==> config.mk <==
export PLATFORM = sky130hd
export DESIGN_NAME = sram_ctrl
export DESIGN_NICKNAME = d
export VERILOG_FILES = /design/src/rtl/sram_ctrl.sv
export SDC_FILE = /design/constraint.sdc
export NUM_CORES = 1
export LEC_CHECK = 0
export CAP_MARGIN = 20
export CORE_MARGIN = 3
export CORE_UTILIZATION = 30
export CTS_CLUSTER_DIAMETER = 40
export DETAILED_ROUTE_END_ITERATION = 10
export PLACE_DENSITY_LB_ADDON = 0.15
export SYNTH_ARGS = -nofsm -noshare
export SYNTH_HDL_FRONTEND = slang
export SYNTH_SLANG_ARGS = --single-unit
==> constraint.sdc <==
create_clock -name Clk -period 4.25 [get_ports Clk]
set_input_delay 0.425 -clock Clk [delete_from_list [all_inputs] [get_ports Clk]]
set_output_delay 0.425 -clock Clk [all_outputs]
set_load 0.05 [all_outputs]
==> src/rtl/sram_ctrl.sv <==
// Sequences one CPU word/byte access at a time into active-low SRAM strobes with fixed wait states.
// Latency: read Ready at accept+RD_WAIT+2, write at accept+WR_WAIT+4, null (no lanes) at accept+1.
// Backpressure: Busy is high outside IDLE and Req is ignored until the controller returns to IDLE.
module sram_ctrl #(
    parameter int ADDR_W  = 20,
    parameter int DATA_W  = 16,
    parameter int RD_WAIT = 2,
    parameter int WR_WAIT = 2
) (
    input  logic              Clk,
    input  logic              Reset,
    input  logic              Req,
    input  logic              We,
    input  logic              Ub,
    input  logic              Lb,
    input  logic [ADDR_W-1:0] Addr,
    input  logic [DATA_W-1:0] Wdata,
    output logic [DATA_W-1:0] Rdata,
    output logic              Ready,
    output logic              Busy,
    output logic [ADDR_W-1:0] SRAM_ADDR,
    output logic              SRAM_CE_N,
    output logic              SRAM_OE_N,
    output logic              SRAM_WE_N,
    output logic              SRAM_UB_N,
    output logic              SRAM_LB_N,
    input  logic [DATA_W-1:0] SRAM_DQ_in,
    output logic [DATA_W-1:0] SRAM_DQ_out,
    output logic              SRAM_DQ_oe
);

    localparam int          HB     = DATA_W / 2;
    localparam logic [3:0]  RD_CNT = 4'(RD_WAIT);
    localparam logic [3:0]  WR_CNT = 4'(WR_WAIT);

    typedef enum logic [2:0] {
        IDLE     = 3'd0,
        RD       = 3'd1,
        WR_SETUP = 3'd2,
        WR_PULSE = 3'd3,
        WR_HOLD  = 3'd4,
        DONE     = 3'd5
    } state_t;

    state_t              state, state_nxt;
    logic [3:0]          wait_cnt;
    logic                lat_ub, lat_lb;
    logic [ADDR_W-1:0]   lat_addr;
    logic [DATA_W-1:0]   lat_wdata;
    logic                accept;

    assign accept = (state == IDLE) && Req;

    always_ff @(posedge Clk or negedge Reset) begin
        if (!Reset) state <= IDLE;
        else        state <= state_nxt;
    end

    always_comb begin
        state_nxt = state;
        case (state)
            IDLE: begin
                if (Req) begin
                    if (!Ub && !Lb) state_nxt = DONE;
                    else if (We)    state_nxt = WR_SETUP;
                    else            state_nxt = RD;
                end
            end
            RD:       if (wait_cnt == 4'd0) state_nxt = DONE;
            WR_SETUP: state_nxt = WR_PULSE;
            WR_PULSE: if (wait_cnt == 4'd0) state_nxt = WR_HOLD;
            WR_HOLD:  state_nxt = DONE;
            DONE:     state_nxt = IDLE;
            default:  state_nxt = IDLE;
        endcase
    end

    // Request fields are held for the whole access so address/data stay stable on the pins.
    always_ff @(posedge Clk or negedge Reset) begin
        if (!Reset) begin
            wait_cnt  <= 4'd0;
            lat_ub    <= 1'b0;
            lat_lb    <= 1'b0;
            lat_addr  <= '0;
            lat_wdata <= '0;
            Rdata     <= '0;
        end else begin
            if (accept) begin
                lat_ub    <= Ub;
                lat_lb    <= Lb;
                lat_addr  <= Addr;
                lat_wdata <= Wdata;
            end
            if (accept && !We && (Ub || Lb))
                wait_cnt <= RD_CNT;
            else if (state == WR_SETUP)
                wait_cnt <= WR_CNT;
            else if ((state == RD || state == WR_PULSE) && wait_cnt != 4'd0)
                wait_cnt <= wait_cnt - 4'd1;
            if (state == RD && wait_cnt == 4'd0)
                Rdata <= {lat_ub ? SRAM_DQ_in[DATA_W-1:HB] : {(DATA_W-HB){1'b0}},
                          lat_lb ? SRAM_DQ_in[HB-1:0]      : {HB{1'b0}}};
        end
    end

    assign SRAM_ADDR   = lat_addr;
    assign SRAM_DQ_out = lat_wdata;

    always_comb begin
        SRAM_CE_N  = 1'b1;
        SRAM_OE_N  = 1'b1;
        SRAM_WE_N  = 1'b1;
        SRAM_UB_N  = 1'b1;
        SRAM_LB_N  = 1'b1;
        SRAM_DQ_oe = 1'b0;
        Ready      = 1'b0;
        Busy       = (state != IDLE);
        case (state)
            RD: begin
                SRAM_CE_N = 1'b0;
                SRAM_OE_N = 1'b0;
                SRAM_UB_N = ~lat_ub;
                SRAM_LB_N = ~lat_lb;
            end
            WR_SETUP, WR_PULSE, WR_HOLD: begin
                SRAM_CE_N  = 1'b0;
                SRAM_WE_N  = (state != WR_PULSE);
                SRAM_UB_N  = ~lat_ub;
                SRAM_LB_N  = ~lat_lb;
                SRAM_DQ_oe = 1'b1;
            end
            DONE:    Ready = 1'b1;
            default: ;
        endcase
    end

endmodule

==> results_dict.tcl, run 1 <==
set metrics [dict create \
    critPathLaunchType "flop" \
    track_usage_pct 12.4 \
    path_max_fanout 11 \
    via_per_inst 4.53 \
    hold_viol 0 \
    netlist_area_um2 2740 \
    synth.area.mux_share_pct 22.6 \
    area_growth_pct 49.5 \
    async_flop_share_pct 100 \
    grt_pass1_wl_mm 9.94 \
    seqPwrFrac_pct 28.0 \
    die_x_um 102 \
    final_period_minus_worst_setup_slack_ns 2.49 \
    hpwl_mm 4.41 \
    placed_area_um2 3920 \
    postSynthAreaPerCell_um2 13.2 \
    setup_tns_ns 0 \
    wirelength_mm 6.23 \
    die-area_um2 10300 \
    clockRootBuffer "clkbuf_8" \
    yosys.area_share.simple_pct 8.68 \
    rsz0062_at_grt "no" \
    core_um2 8810 \
    combPwrFrac_pct 59.9 \
    crit_chain "nor3_4 -> nor2_1 -> nand2_1 -> clkdlybuf4s50_1" \
    finalSetupViolCount 0 \
    ys.warnings.count 0 \
    synth-xor-area-share_pct 0 \
    route.met2.wl_mm 2.85 \
    sw_frac_of_total_pct 48.1 \
    layout_setup_ws_ns 1.76 \
    dieHeight_um 102 \
    diodes 0 \
    crit_path_top_delay_cell "clkdlybuf4s50_1" \
    synth_nets 267 \
    yosysUniqueCellTypes 40 \
    ant_nets 0 \
    slowest_delay_ns 0.80 \
    layout-drive-gt1-share_pct 20.6 \
    synth_fa_ha_area_share_pct 0.914 \
    io_pins 118 \
    worstMarginPinSlew_ns 0.795 \
    fmax_mhz 401 \
    vias 1985 \
    gp_congestion 0.715 \
    relSlewSlack_pct 47.0 \
    p_switching_mw 1.85 \
    critPathArrivalTime_ns 2.07 \
    dpl_worst_slack_ns 2.09 \
    crit_type "reg -> out" \
    netlist_instances 207 \
    synth_compound_area_share_pct 4.43 \
    final_cell_mix "clkdlybuf4s50_1, dfrtp_1, mux2_2" \
    wl_met3_um 369 \
    status "finished, final reports clean" \
    overflow 0 \
    cts_resized 0 \
    dr.max_layer_used "met4" \
    fin_crit_sh_pct 58.7 \
    leakage_nw 1.83 \
    drtPass1Iterations 3 \
    drtIter0Drc 25 \
    initial_utilization_pct 31.1 \
    internal_power_mw 1.99 \
    fin_area_um2 4090 \
    clkLatencyLatePin_ns 0.33 \
    synth_top_area_share_pct 55.8 \
    clk_path_buf_depth 2 \
    drt-met1-wl_mm 2.91 \
    skew_ns 0.00882 \
    grt_max_degree 62 \
    synth_enable_flop_cells 0 \
    drc 0 \
    cts_setup_buffers 0 \
    numCtsBuffers 9 \
    synth.largest_area_cell "dfrtp_1" \
    hp-class "in -> async" \
    synthTopCellsByArea "dfrtp_1, mux2_2, mux2i_1" \
    clk_pin_slew_worst_paths_ns 0.07 \
    maxCapViolCount 0 \
    antenna_found_initial 0 \
    ys_seq_area_share_pct 55.8 \
    synth_top_family_by_area "multiplexers" \
    critPathCaptureType "output pin" \
    worstPathRequired_ns 3.83 \
    vdd_drop_max_v 0.000304 \
    ctsHtreeMaxLevel 3 \
    drv_slew 0 \
    ys.flop_type "dfrtp_1" \
    postLayoutCoreUtil_pct 46.5 \
    clockPowerShare_pct 12.0 \
    tritoncts "yes" \
    holdWs_ns 0.243 \
    clkSinkCount 61 \
    powerDensity_nw_per_um2 937 \
    wl_per_cell_um 14.2 \
    port_buffers 117 \
    grt_pass1_vias 1959 \
    ys_seq_elements 61 \
    rows 34 \
    final_common_cell "clkdlybuf4s50_1" \
    nets 385 \
    cts-hold-fix-buffers 0 \
]
-- through the flow --
step / total power [mW] / cells
2_1_floorplan: 2.70 / 207
3_3_place_gp: 3.39 / 422
3_5_place_dp: 3.42 / 422
4_1_cts: 3.90 / 438
5_1_grt: 4.05 / 438
6_report: 3.84 / 438
-- per-layer routing --
layer | vias up | track usage (%)
li1 | 932 | -
met1 | 974 | 16.5
met2 | 69 | 18.8
met3 | 10 | 3.10
met4 | 0 | 5.83
met5 | - | 0
-- kinds of logic (layout without fill, tap and decap cells) --
family,Yosys count,in the layout
DFF,61,61
adders and majority gates,2,2
muxes,55,55
AOI/OAI and AO/OA,16,16
and+or+nand+nor,41,41
buffers and inverters,32,155
-- power by group through the flow --
stage | sequential, mW | combinational, mW | clock (mW)
after CTS | 1.08 | 2.33 | 0.486
after floorplan | 1.91 | 0.788 | 0
after global placement | 1.08 | 2.32 | 0
after global routing | 1.12 | 2.42 | 0.512
final | 1.08 | 2.30 | 0.462
after detailed placement | 1.09 | 2.33 | 0
-- synthesized netlist by cell type (2+ instances only) --
library cell  instances
inv_1                21
nor2_1                4
and3_2                2
nand2_1              21
o21ai_0               2
mux2i_1              16
dfrtp_1              61
o21a_1                2
mux2_4                5
mux2_2               34
clkbuf_8              3
buf_6                 5
a21oi_1               2
ha_1                  2
nor2b_1               2
-- sequential cells by signal (all words and copies together), names as in the netlist --
signal       count
lat_lb           1
lat_ub           1
Rdata           16
SRAM_DQ_out     16
SRAM_ADDR       20
state            3
wait_cnt         4
-- worst paths after layout --
path | start | end | slack, ns | depth (start not counted)
hold reg to reg | SRAM_DQ_out[3] | SRAM_DQ_out[3] | 0.50 | 1
max in group asynchronous | Reset | SRAM_ADDR[12] | 3.46 | 2
setup reg to reg | wait_cnt[0] | Rdata[5] | 2.25 | 5
hold / removal | Reset | Rdata[6] | 0.24 | 2
min in group Clk | SRAM_DQ_out[3] | SRAM_DQ_out[3] | 0.50 | 1
setup / recovery | state[2] | SRAM_LB_N | 1.76 | 4
-- area by class of cell --
| class | instances | area [um^2] |
|---|---|---|
| Fill cell | 829 | 4710 |
| Timing Repair Buffer | 118 | 1170 |
| Multi-Input combinational cell | 114 | 1000 |
| Inverter | 21 | 78.8 |
| Clock buffer | 12 | 155 |
| Clock inverter | 4 | 22.5 |
| Sequential cell | 61 | 1530 |
| Tap cell | 108 | 135 |
-- critical path, delay by kind of cell (launching register included) --
family | cells | cell delay (ns)
buf+inv | 1 | 0.80
flops | 1 | 0.51
simple gates | 3 | 0.43
(Power assumes the default switching activity.)
==> inputs of run 2 (changes only) <==
==> constraint.sdc (replaced) <==
create_clock -name Clk -period 2.25 [get_ports Clk]
set_input_delay 0.225 -clock Clk [delete_from_list [all_inputs] [get_ports Clk]]
set_output_delay 0.225 -clock Clk [all_outputs]
set_load 0.05 [all_outputs]
==> results_dict.tcl, run 2 (same netlist as run 1, synthesis figures left out) <==
set metrics [dict create \
    clockPowerShare_pct 14.5 \
    crit_type "reg -> out" \
    clk_pin_slew_worst_paths_ns 0.08 \
    initial_utilization_pct 31.1 \
    fin_crit_sh_pct 95.2 \
    sw_frac_of_total_pct 47.3 \
    vias 1959 \
    status "finished, final reports clean" \
    grt_max_degree 39 \
    power.total_mw 7.50 \
    drtPass1Iterations 4 \
    final_cell_mix "clkdlybuf4s50_1, dfrtp_1, mux2_2" \
    cp.buffers_inverters 2 \
    hp-class "in -> async" \
    track_usage_pct 13.0 \
    layout-drive-gt1-share_pct 23.4 \
    path_max_fanout 11 \
    clkSinkCount 61 \
    die-area_um2 10300 \
    skew_ns 0.00934 \
    antenna_found_initial 0 \
    combPwrFrac_pct 58.4 \
    finalSetupViolCount 0 \
    dr.max_layer_used "met4" \
    setup_tns_ns 0 \
    route.met2.wl_mm 2.89 \
    via_per_inst 4.43 \
    internal_power_mw 3.95 \
    final_period_minus_worst_setup_slack_ns 2.14 \
    rsz0062_at_grt "no" \
    drc 0 \
    area_growth_pct 53.0 \
    grt_pass1_wl_mm 10.4 \
    die_x_um 102 \
    dieHeight_um 102 \
    vdd_drop_max_v 0.000851 \
    core_um2 8810 \
    ctsHtreeMaxLevel 3 \
    p_switching_mw 3.55 \
    port_buffers 117 \
    relSlewSlack_pct 60.6 \
    worstPathRequired_ns 2.03 \
    clk_path_buf_depth 2 \
    placed_area_um2 3950 \
    critPathCaptureType "output pin" \
    cp_top_family "buffers and inverters" \
    rows 34 \
    crit_path_top_delay_cell "clkdlybuf4s50_1" \
    worstMarginPinSlew_ns 0.590 \
    leakage_nw 1.88 \
    drtIter0Drc 48 \
    drt-met1-wl_mm 2.99 \
    wirelength_mm 6.39 \
    cts_setup_buffers 0 \
    dpl_worst_slack_ns 0.418 \
    critPathLaunchType "flop" \
    grt_pass1_vias 2013 \
    fin_area_um2 4190 \
    critPathArrivalTime_ns 1.92 \
    drv_slew 0 \
    wl_met3_um 449 \
    tritoncts "yes" \
    numCtsBuffers 9 \
    final_common_cell "clkdlybuf4s50_1" \
    ant_nets 0 \
    overflow 0 \
    powerDensity_nw_per_um2 1790 \
    diodes 0 \
    io_pins 118 \
    crit_chain "nor3_4 -> inv_1 -> clkdlybuf4s50_1" \
    maxCapViolCount 0 \
    layout_setup_ws_ns 0.107 \
    gp_congestion 0.714 \
    nets 389 \
    clkLatencyLatePin_ns 0.33 \
    fill_cells 819 \
    hpwl_mm 4.64 \
    wl_per_cell_um 14.5 \
    slowest_delay_ns 0.70 \
    seqPwrFrac_pct 27.1 \
    hold_viol 0 \
    largest_register_ffs 20 \
    clockRootBuffer "clkbuf_8" \
    fmax_mhz 467 \
]
[run 2: cell types whose count changed in the layout (fill, tap and decap cells not counted), sizes merged]
cell	delta
inv	+1
clkdlybuf4s50	-6
buf	+8
dlygate4sd3	+1
bufinv	+2
dlymetal6s2s	+1
clkbuf	-3
[run 2: timing repair]
action | 4_1_cts | 5_1_grt
gates resized for setup | 0 | 2
endpoints found under the setup margin | 0 | 2
hold buffers | 1 | 0
endpoints found under the hold margin | 23 | 0
[run 2: worst paths after layout]
path                       depth (start not counted)           start        endpoint  slack (ns)
max                                                3        state[2]            Busy        0.11
min                                                2           Reset       Rdata[10]        0.41
max reg2reg                                        4        state[2]  SRAM_DQ_out[8]        0.43
min reg2reg                                        1    SRAM_ADDR[0]    SRAM_ADDR[0]        0.51
max in group asynchronous                          3           Reset  SRAM_DQ_out[4]        1.22
min in group Clk                                   3  SRAM_DQ_in[12]       Rdata[12]        0.44
[run 2: power by group through the flow]
stage | Sequential, mW | Combinational [mW] | Clock, mW
after floorplan | 3.62 | 1.49 | 0
after global placement | 2.06 | 4.39 | 0
after detailed placement | 2.06 | 4.43 | 0
after CTS | 2.04 | 4.44 | 1.14
after global routing | 2.12 | 4.62 | 1.19
final | 2.03 | 4.38 | 1.09
[run 2: through the flow]
step / instances / util [%] / hold WS (ns)
5_1_grt: 442 / 47.6 / 0.432
4_1_cts: 442 / 47.5 / 0.419
3_3_place_gp: 425 / 44.9 / 0.267
6_report: 442 / 47.6 / 0.413
3_5_place_dp: 425 / 44.9 / 0.273
2_1_floorplan: 207 / - / -0.0706
[run 2: cell type report]
class,count,area [um^2],area share [%]
sequential,61,1530,36.5
tap,108,135,3.23
clock inverter,7,98.8,2.36
timing repair buffer,122,1220,29.2
clock buffer,9,124,2.96
inverter,21,78.8,1.88
multi-input combinational,114,1000,23.9
[run 2: per-layer routing]
metal	vias to the layer above	global-route usage (%)
met3	7	5.44
met5	-	0
met2	69	20.0
met1	941	17.1
li1	942	-
met4	0	3.37
